===== src/rtl/alt_cmd_gen_pkg.sv =====
// alt_cmd_gen shared types and command encoding.
// Also used by the RPM controller and its bench.
package alt_pkg;

  typedef enum logic [1:0] {
    IDLE,
    TRACK,
    HOLD,
    FAULT
  } alt_state_t;

  localparam logic [2:0] CMD_NEUTRAL = 3'b000;
  localparam logic [2:0] CMD_FAULT   = 3'b101;

  // Neutral is always emitted as 000, whatever
  // the direction bit holds.
  function automatic logic [2:0] enc_altcmd(
    input logic       dir,
    input logic [1:0] mag
  );
    logic [2:0] r;
    if (mag == 2'd0)
      r = CMD_NEUTRAL;
    else
      r = {dir, mag};
    return r;
  endfunction

endpackage


===== src/rtl/alt_cmd_gen_if.sv =====
// alt_cmd_gen target and altimeter sample bus.
// master = flight plan / altimeter side.
interface alt_cmd_gen_if #(
  parameter int unsigned ALT_W = 16
);

  logic [ALT_W-1:0] tgt_alt;
  logic             tgt_valid;
  logic             tgt_ready;
  logic [ALT_W-1:0] sns_alt;
  logic             sns_valid;

  modport master (
    output tgt_alt,
    output tgt_valid,
    input  tgt_ready,
    output sns_alt,
    output sns_valid
  );

  modport slave (
    input  tgt_alt,
    input  tgt_valid,
    output tgt_ready,
    input  sns_alt,
    input  sns_valid
  );

endinterface


===== src/rtl/alt_cmd_gen_err_quant.sv =====
// alt_cmd_gen error quantizer.
// Signed error -> desired magnitude/direction.
module alt_err_quant
  import alt_pkg::*;
#(
  parameter int unsigned ALT_W = 16
) (
  input  logic signed [ALT_W:0] i_err,
  input  logic [ALT_W-1:0]      i_deadband,
  input  logic [ALT_W-1:0]      i_band1,
  input  logic [ALT_W-1:0]      i_band2,
  input  logic [ALT_W:0]        i_hyst,
  output logic [1:0]            o_dmag,
  output logic                  o_ddir,
  output logic                  o_exceeds_hyst
);

  logic [ALT_W:0] w_abs;
  logic [ALT_W:0] w_db;
  logic [ALT_W:0] w_b1;
  logic [ALT_W:0] w_b2;

  // tgt - sns never reaches the most negative
  // value, so the negation cannot overflow.
  assign w_abs = i_err[ALT_W]
               ? $unsigned(-i_err)
               : $unsigned(i_err);

  assign w_db = {1'b0, i_deadband};
  assign w_b1 = {1'b0, i_band1};
  assign w_b2 = {1'b0, i_band2};

  // Band lookup, innermost band first.
  always_comb begin
    o_dmag = 2'd3;
    if (w_abs <= w_db)
      o_dmag = 2'd0;
    else if (w_abs <= w_b1)
      o_dmag = 2'd1;
    else if (w_abs <= w_b2)
      o_dmag = 2'd2;
  end

  assign o_ddir         = i_err[ALT_W];
  assign o_exceeds_hyst = (w_abs > i_hyst);

endmodule


===== src/rtl/alt_cmd_gen.sv =====
// alt_cmd_gen: closed-loop altitude command FSM.
// Rate-limited ramp of altcmd toward the error band.
module alt_cmd_gen
  import alt_pkg::*;
#(
  parameter int unsigned      ALT_W    = 16,
  parameter logic [ALT_W-1:0] DEADBAND = 16'd8,
  parameter logic [ALT_W-1:0] BAND1    = 16'd64,
  parameter logic [ALT_W-1:0] BAND2    = 16'd256,
  parameter logic [7:0]       DWELL    = 8'd50,
  parameter logic [15:0]      TIMEOUT  = 16'd1000
) (
  input  logic         clk,
  input  logic         resetn,
  input  logic         i_enable,
  alt_cmd_gen_if.slave bus,
  output logic [2:0]   o_altcmd,
  output logic         o_fault,
  output logic         o_hold
);

  alt_state_t r_state;
  alt_state_t w_state_nxt;

  logic [ALT_W-1:0]    r_tgt;
  logic                r_have_tgt;
  logic signed [ALT_W:0] r_err;
  logic [1:0]          r_cmag;
  logic                r_dir;
  logic [7:0]          r_dwell;
  logic [15:0]         r_tmo;

  logic [1:0]          w_cmag_nxt;
  logic                w_dir_nxt;
  logic [7:0]          w_dwell_nxt;
  logic [15:0]         w_tmo_nxt;

  logic                w_rdy;
  logic                w_cap;
  logic                w_have;
  logic [ALT_W-1:0]    w_tgt_eff;
  logic signed [ALT_W:0] w_err_new;
  logic [ALT_W:0]      w_hyst;

  logic [1:0]          w_dmag;
  logic                w_ddir;
  logic                w_exceeds;

  logic [1:0]          w_step_mag;
  logic                w_step_dir;
  logic                w_step_chg;
  logic                w_take;
  logic                w_dwell_ok;
  logic [15:0]         w_tmo_inc;
  logic                w_tmo_hit;

  assign w_rdy         = (r_state != FAULT);
  assign bus.tgt_ready = w_rdy;
  assign w_cap         = bus.tgt_valid & w_rdy;
  assign w_have        = r_have_tgt | w_cap;

  // A target captured this cycle feeds the
  // subtract directly.
  assign w_tgt_eff = w_cap ? bus.tgt_alt : r_tgt;
  assign w_err_new = $signed({1'b0, w_tgt_eff})
                   - $signed({1'b0, bus.sns_alt});

  assign w_hyst = {DEADBAND, 1'b0};

  alt_err_quant #(
    .ALT_W (ALT_W)
  ) u_quant (
    .i_err          (r_err),
    .i_deadband     (DEADBAND),
    .i_band1        (BAND1),
    .i_band2        (BAND2),
    .i_hyst         (w_hyst),
    .o_dmag         (w_dmag),
    .o_ddir         (w_ddir),
    .o_exceeds_hyst (w_exceeds)
  );

  assign w_dwell_ok = (r_dwell == 8'd0);

  assign w_tmo_inc = bus.sns_valid      ? 16'd0
                   : (r_tmo == TIMEOUT) ? r_tmo
                   : r_tmo + 16'd1;
  assign w_tmo_hit = (w_tmo_inc == TIMEOUT);

  // One +-1 magnitude step toward the goal;
  // reversals pass through zero first.
  always_comb begin
    w_step_mag = r_cmag;
    w_step_dir = r_dir;
    w_step_chg = 1'b0;
    if (r_cmag != 2'd0 && w_ddir != r_dir) begin
      w_step_mag = r_cmag - 2'd1;
      w_step_chg = 1'b1;
    end else if (r_cmag == 2'd0 &&
                 w_dmag != 2'd0) begin
      w_step_mag = 2'd1;
      w_step_dir = w_ddir;
      w_step_chg = 1'b1;
    end else if (r_cmag < w_dmag) begin
      w_step_mag = r_cmag + 2'd1;
      w_step_chg = 1'b1;
    end else if (r_cmag > w_dmag) begin
      w_step_mag = r_cmag - 2'd1;
      w_step_chg = 1'b1;
    end
  end

  // Next state, ramp and timer updates;
  // a low enable overrides everything.
  always_comb begin
    w_state_nxt = r_state;
    w_cmag_nxt  = r_cmag;
    w_dir_nxt   = r_dir;
    w_dwell_nxt = w_dwell_ok ? 8'd0
                : r_dwell - 8'd1;
    w_tmo_nxt   = r_tmo;
    w_take      = 1'b0;

    unique case (r_state)
      IDLE: begin
        w_tmo_nxt = 16'd0;
        if (i_enable && w_have &&
            bus.sns_valid)
          w_state_nxt = TRACK;
      end
      TRACK: begin
        w_tmo_nxt = w_tmo_inc;
        if (w_tmo_hit)
          w_state_nxt = FAULT;
        else if (r_cmag == 2'd0 &&
                 w_dmag == 2'd0)
          w_state_nxt = HOLD;
        else
          w_take = w_dwell_ok & w_step_chg;
      end
      HOLD: begin
        w_tmo_nxt = w_tmo_inc;
        if (w_tmo_hit) begin
          w_state_nxt = FAULT;
        end else if (w_exceeds) begin
          w_state_nxt = TRACK;
          w_take = w_dwell_ok & w_step_chg;
        end
      end
      FAULT: begin
      end
    endcase

    if (w_take) begin
      w_cmag_nxt  = w_step_mag;
      w_dir_nxt   = w_step_dir;
      w_dwell_nxt = DWELL - 8'd1;
    end

    if (!i_enable) begin
      w_state_nxt = IDLE;
      w_cmag_nxt  = 2'd0;
      w_dir_nxt   = 1'b0;
      w_dwell_nxt = 8'd0;
      w_tmo_nxt   = 16'd0;
    end
  end

  // State, ramp, target and error registers.
  always_ff @(posedge clk) begin
    if (!resetn) begin
      r_state    <= IDLE;
      r_tgt      <= '0;
      r_have_tgt <= 1'b0;
      r_err      <= '0;
      r_cmag     <= 2'd0;
      r_dir      <= 1'b0;
      r_dwell    <= 8'd0;
      r_tmo      <= 16'd0;
    end else begin
      r_state <= w_state_nxt;
      r_cmag  <= w_cmag_nxt;
      r_dir   <= w_dir_nxt;
      r_dwell <= w_dwell_nxt;
      r_tmo   <= w_tmo_nxt;
      if (w_cap) begin
        r_tgt      <= bus.tgt_alt;
        r_have_tgt <= 1'b1;
      end
      if (bus.sns_valid)
        r_err <= w_err_new;
    end
  end

  // Output decode from registered state.
  always_comb begin
    o_altcmd = CMD_NEUTRAL;
    unique case (1'b1)
      (r_state == TRACK):
        o_altcmd = enc_altcmd(r_dir, r_cmag);
      (r_state == FAULT):
        o_altcmd = CMD_FAULT;
      default:
        o_altcmd = CMD_NEUTRAL;
    endcase
  end

  assign o_fault = (r_state == FAULT);
  assign o_hold  = (r_state == HOLD);

endmodule


===== src/flat_wrapper.sv =====
// flat-port wrapper written by rule: the top's interface ports become plain ports
module alt_cmd_gen_flat import alt_pkg::*;
#(
  parameter int unsigned      ALT_W    = 16,
  parameter logic [ALT_W-1:0] DEADBAND = 16'd8,
  parameter logic [ALT_W-1:0] BAND1    = 16'd64,
  parameter logic [ALT_W-1:0] BAND2    = 16'd256,
  parameter logic [7:0]       DWELL    = 8'd50,
  parameter logic [15:0]      TIMEOUT  = 16'd1000
)
  (clk, resetn, i_enable, o_altcmd, o_fault, o_hold, bus_tgt_alt, bus_tgt_valid, bus_tgt_ready, bus_sns_alt, bus_sns_valid);
  alt_cmd_gen_if #(.ALT_W(ALT_W)) bus_i ();
  input  logic clk;
  input  logic resetn;
  input  logic i_enable;
  output logic [2:0] o_altcmd;
  output logic o_fault;
  output logic o_hold;
  input wire logic [$bits(bus_i.tgt_alt)-1:0] bus_tgt_alt;
  input wire logic [$bits(bus_i.tgt_valid)-1:0] bus_tgt_valid;
  output wire logic [$bits(bus_i.tgt_ready)-1:0] bus_tgt_ready;
  input wire logic [$bits(bus_i.sns_alt)-1:0] bus_sns_alt;
  input wire logic [$bits(bus_i.sns_valid)-1:0] bus_sns_valid;
  assign bus_i.tgt_alt = bus_tgt_alt;
  assign bus_i.tgt_valid = bus_tgt_valid;
  assign bus_tgt_ready = bus_i.tgt_ready;
  assign bus_i.sns_alt = bus_sns_alt;
  assign bus_i.sns_valid = bus_sns_valid;
  alt_cmd_gen #(.ALT_W(ALT_W), .DEADBAND(DEADBAND), .BAND1(BAND1), .BAND2(BAND2), .DWELL(DWELL), .TIMEOUT(TIMEOUT)) u_core (.clk(clk), .resetn(resetn), .i_enable(i_enable), .bus(bus_i), .o_altcmd(o_altcmd), .o_fault(o_fault), .o_hold(o_hold));
endmodule

===== config.mk =====
export PLATFORM = sky130hd
export DESIGN_NAME = alt_cmd_gen_flat
export DESIGN_NICKNAME = d
export VERILOG_FILES = /design/src/rtl/alt_cmd_gen_pkg.sv /design/src/rtl/alt_cmd_gen_if.sv /design/src/rtl/alt_cmd_gen_err_quant.sv /design/src/rtl/alt_cmd_gen.sv /design/src/flat_wrapper.sv
export SDC_FILE = /design/constraint.sdc
export NUM_CORES = 1
export LEC_CHECK = 0
export CAP_MARGIN = 5
export CORE_UTILIZATION = 40
export DETAILED_ROUTE_END_ITERATION = 10
export PLACE_DENSITY_LB_ADDON = 0.12
export SYNTH_ARGS = -nofsm -noshare
export SYNTH_HDL_FRONTEND = slang
export SYNTH_SLANG_ARGS = --single-unit

===== constraint.sdc =====
create_clock -name clk -period 3.5 [get_ports clk]
set_input_delay 0.7 -clock clk [delete_from_list [all_inputs] [get_ports clk]]
set_output_delay 0.7 -clock clk [all_outputs]
set_load 0.02 [all_outputs]

==> results.json <==
{
  "status": "finished, final reports clean",
  "worstSetupPathType": "input pin to flop",
  "place_ws_ps": -342,
  "setup_viol": 0,
  "reg2reg_depth": 11,
  "routed_wl_um": 10800,
  "fin_nets": 690,
  "relSlewSlack_pct": 38.3,
  "std_cell_rows": 38,
  "switchingPower_uw": 720,
  "die_x_um": 107,
  "hold_viol_final": 0,
  "clock_sinks": 63,
  "min_from": "u_core.r_have_tgt$_SDFFE_PN0P_",
  "grt_pass1_vias": 3997,
  "place_inst": 753,
  "yosys_warnings": 0,
  "yosysSeqAreaShare_pct": 28.5,
  "switching_share_pct": 32.1,
  "stdcell_count": 769,
  "cts_buffer_depth": 2,
  "r2r-start": "u_core.r_err[0]$_SDFFE_PN0P_",
  "finalWeightedCongestion": 0.840,
  "port_buffers": 42,
  "place_hpwl_um": 8040,
  "cellLeakagePower_uw": 0.00219,
  "io_pins": 43,
  "finalCritPeriodShare_pct": 95.3,
  "floorplan.initialDensity_pct": 41.0,
  "power.internal_uw": 1520,
  "routedWlPerCell_um": 14.1,
  "cp.required_ps": 3810,
  "rr_endpoint": "u_core.r_cmag[1]$_SDFFE_PN0P_",
  "synth_ff_type": "dfxtp_1",
  "core_area_mm2": 0.0108,
  "n_antenna_cell": 0,
  "clock_power_share_pct": 31.8,
  "clkSlewWorstSetupHoldPaths_ps": 70,
  "finalCoreUtilization_pct": 50.4,
  "crit_top_cell": "o21a_1",
  "cap_violations": 0,
  "async_reset_ff_share_pct": 0,
  "holdBufCountCts": 0,
  "h-tree-depth": 3,
  "synth_seq_cells": 63,
  "synth_edf_count": 0,
  "hold-path-cell-count": 1,
  "grt_util_all_layers_pct": 19.9,
  "cp_max_fo": 5,
  "cts_root_buffer": "clkbuf_8",
  "ys_types": 61,
  "via_per_inst": 5.36,
  "die-area_mm2": 0.0115,
  "grt_remaining_overflow": 0,
  "die-height_um": 107,
  "first_pass_iters": 4,
  "slew_violations": 0,
  "ant_nets": 0,
  "area_delta_synth_final_pct": 22.9,
  "slowest_stage": "clkdlybuf4s50_1",
  "r2r_slack_ps": 210,
  "critical_path_arrival_ps": 3640,
  "synth_nets": 626,
  "grt_pass1_wl_um": 18100,
  "comb_power_share_pct": 31.2,
  "antenna_found_initial": 0,
  "path_cells": "clkdlybuf4s50_1, nor2b_4, buf_4, mux2_2, ha_1, o21a_1, o31a_1, o211ai_1, a21bo_2, a31oi_2, a211o_1, a211oi_2, o21a_1",
  "rsz0062_at_grt": "false",
  "drc_errors": 0,
  "pwr_density_cell_mw_per_mm2": 412,
  "cts_tree": "yes",
  "start_kind": "input pin",
  "syn_avg_cell_area_um2": 7.90,
  "finClkSkew_ps": 11.3,
  "vias": 4122,
  "cts_buffers": 9,
  "fmax_mhz": 300,
  "hold_path.class": "flop to flop",
  "period_minus_slack_ps": 3330,
  "end_kind": "flop",
  "peakVddDrop_mv": 0.239,
  "grt_max_degree": 27,
  "tightestPinTransition_ps": 922,
  "max_stage_delay_ps": 480,
  "syn_area_mm2": 0.00442,
  "fin_ws_ps": 166,
  "drtIter0Drc": 179,
  "min_to": "u_core.r_have_tgt$_SDFFE_PN0P_",
  "seq_power_share_pct": 37.1,
  "synthCells": 560,
  "drive_gt1_share_pct": 13.8,
  "clk_latency_ps": 370
}
[cells by family (layout without fill, tap and decap cells)]
| kind of cell | Yosys count | after routing | share of synthesized area [%] |
|---|---|---|---|
| AND/OR/NAND/NOR | 234 | 234 | 27.9 |
| AO/OA/AOI/OAI | 119 | 119 | 18.1 |
| flip-flops | 63 | 63 | 28.5 |
| buffers and inverters | 63 | 132 | 5.38 |
| adder cells (fa/ha/maj) | 31 | 31 | 8.83 |
| multiplexers | 30 | 30 | 7.27 |
| XOR/XNOR | 20 | 20 | 3.96 |
[placed cells by master, fill, tap and decap left out, drive strengths merged, types with 4 or more instances in the layout]
cell,count
clkdlybuf4s50,42
a22oi,4
nor2,61
nand2,32
nor3,19
a21oi,30
nand3,20
xnor2,12
nand3b,4
or3,9
o211ai,8
nor4,8
and2,18
a211oi,4
a31oi,13
xor2,8
ha,28
mux2,17
nor2b,24
nand4,9
o21ai,24
inv,38
mux2i,13
clkbuf,9
and3,10
dfxtp,63
o21a,9
or4,5
clkinv,4
buf,36
[layer usage]
| layer | track usage [%] | routed length, µm |
|---|---|---|
| met2 | 36.9 | 5470 |
| met1 | 22.1 | 4840 |
| met3 | 4.38 | 307 |
| met5 | 0 | 0 |
| met4 | 7.24 | 189 |
[Yosys cell counts (3+ instances only)]
cell type | instances | share of area [%]
inv_1 | 37 | 3.1
nor2b_1 | 24 | 3.4
ha_1 | 28 | 7.9
o31a_1 | 3 | 0.59
nand4_1 | 9 | 1.3
a211oi_1 | 4 | 0.68
or3_1 | 9 | 1.3
nand3b_1 | 4 | 0.68
nand2_1 | 32 | 2.7
nand3_1 | 20 | 2.3
nand4b_1 | 3 | 0.59
o21a_1 | 9 | 1.5
or4_1 | 5 | 0.85
a31oi_1 | 12 | 1.7
nor3b_1 | 3 | 0.51
nor4_1 | 7 | 0.99
and2_1 | 18 | 2.5
nand2b_1 | 3 | 0.42
mux2i_1 | 13 | 2.9
o31ai_1 | 3 | 0.51
xnor2_1 | 12 | 2.4
dfxtp_1 | 63 | 29
nor2_1 | 61 | 5.2
a21oi_1 | 28 | 3.2
a22oi_1 | 4 | 0.68
and3_1 | 10 | 1.4
nor3_1 | 19 | 2.2
xor2_1 | 8 | 1.6
clkbuf_1 | 22 | 1.9
mux2_2 | 16 | 4.1
o211ai_1 | 8 | 1.4
o21ai_0 | 23 | 2.6
[final cells by class]
| class | count | area, µm² |
|---|---|---|
| Fill cell | 1054 | 5360 |
| Multi-Input combinational cell | 434 | 2960 |
| Tap cell | 140 | 175 |
| Clock buffer | 9 | 124 |
| Sequential cell | 63 | 1260 |
| Clock inverter | 7 | 87.6 |
| Timing Repair Buffer | 78 | 691 |
| Inverter | 38 | 143 |
[worst max-delay path by stage]
| stage | start | to | cells after the start |
|---|---|---|---|
| global placement | bus_tgt_valid | u_core.r_err[16]$_SDFFE_PN0P_ | 13 |
| finish | bus_tgt_valid | u_core.r_err[16]$_SDFFE_PN0P_ | 13 |
| detailed placement | bus_tgt_valid | u_core.r_err[16]$_SDFFE_PN0P_ | 13 |
| global route | bus_tgt_valid | u_core.r_err[13]$_SDFFE_PN0P_ | 13 |
| floorplan | bus_tgt_valid | u_core.r_err[16]$_SDFFE_PN0P_ | 13 |
| CTS | bus_tgt_valid | u_core.r_err[16]$_SDFFE_PN0P_ | 13 |
[worst max-delay path, delay by kind of cell]
kind	cells	cell delay (ps)
compound gates	8	1470
fa+ha+maj	1	300
buf+inv	2	630
mux	1	330
simple gates	1	210
[through the flow]
| step | total power, µW | setup TNS (ps) | hold slack, ps | cell area, µm² |
|---|---|---|---|---|
| after detailed placement | 1540 | -2160 | 454 | 5190 |
| after floorplan | 1320 | 0 | 441 | 4420 |
| after global routing | 2380 | 0 | 508 | 5440 |
| after global placement | 1530 | -1940 | 453 | 5190 |
| final | 2240 | 0 | 471 | 5440 |
| after CTS | 2260 | 0 | 471 | 5410 |
[registers in the layout, summed over array words and instances (netlist names)]
| name | flops |
|---|---|
| u_core.r_err | 17 |
| u_core.r_tgt | 16 |
| u_core.r_tmo | 16 |
| u_core.r_dwell | 8 |
| u_core.r_cmag | 2 |
| u_core.r_state | 2 |
| u_core.r_dir | 1 |
| u_core.r_have_tgt | 1 |
[power by group through the flow]
stage,logic [µW],registers [µW],clock network (µW)
finish,699,831,711
global route,784,839,757
CTS,696,830,733
detailed placement,691,846,0
global placement,681,844,0
floorplan,498,825,0
[repair_timing]
action | CTS | global route
setup endpoints to repair | 0 | 8
buffers inserted | 0 | 0
gates resized for setup | 0 | 6
(Power assumes the default switching activity.)
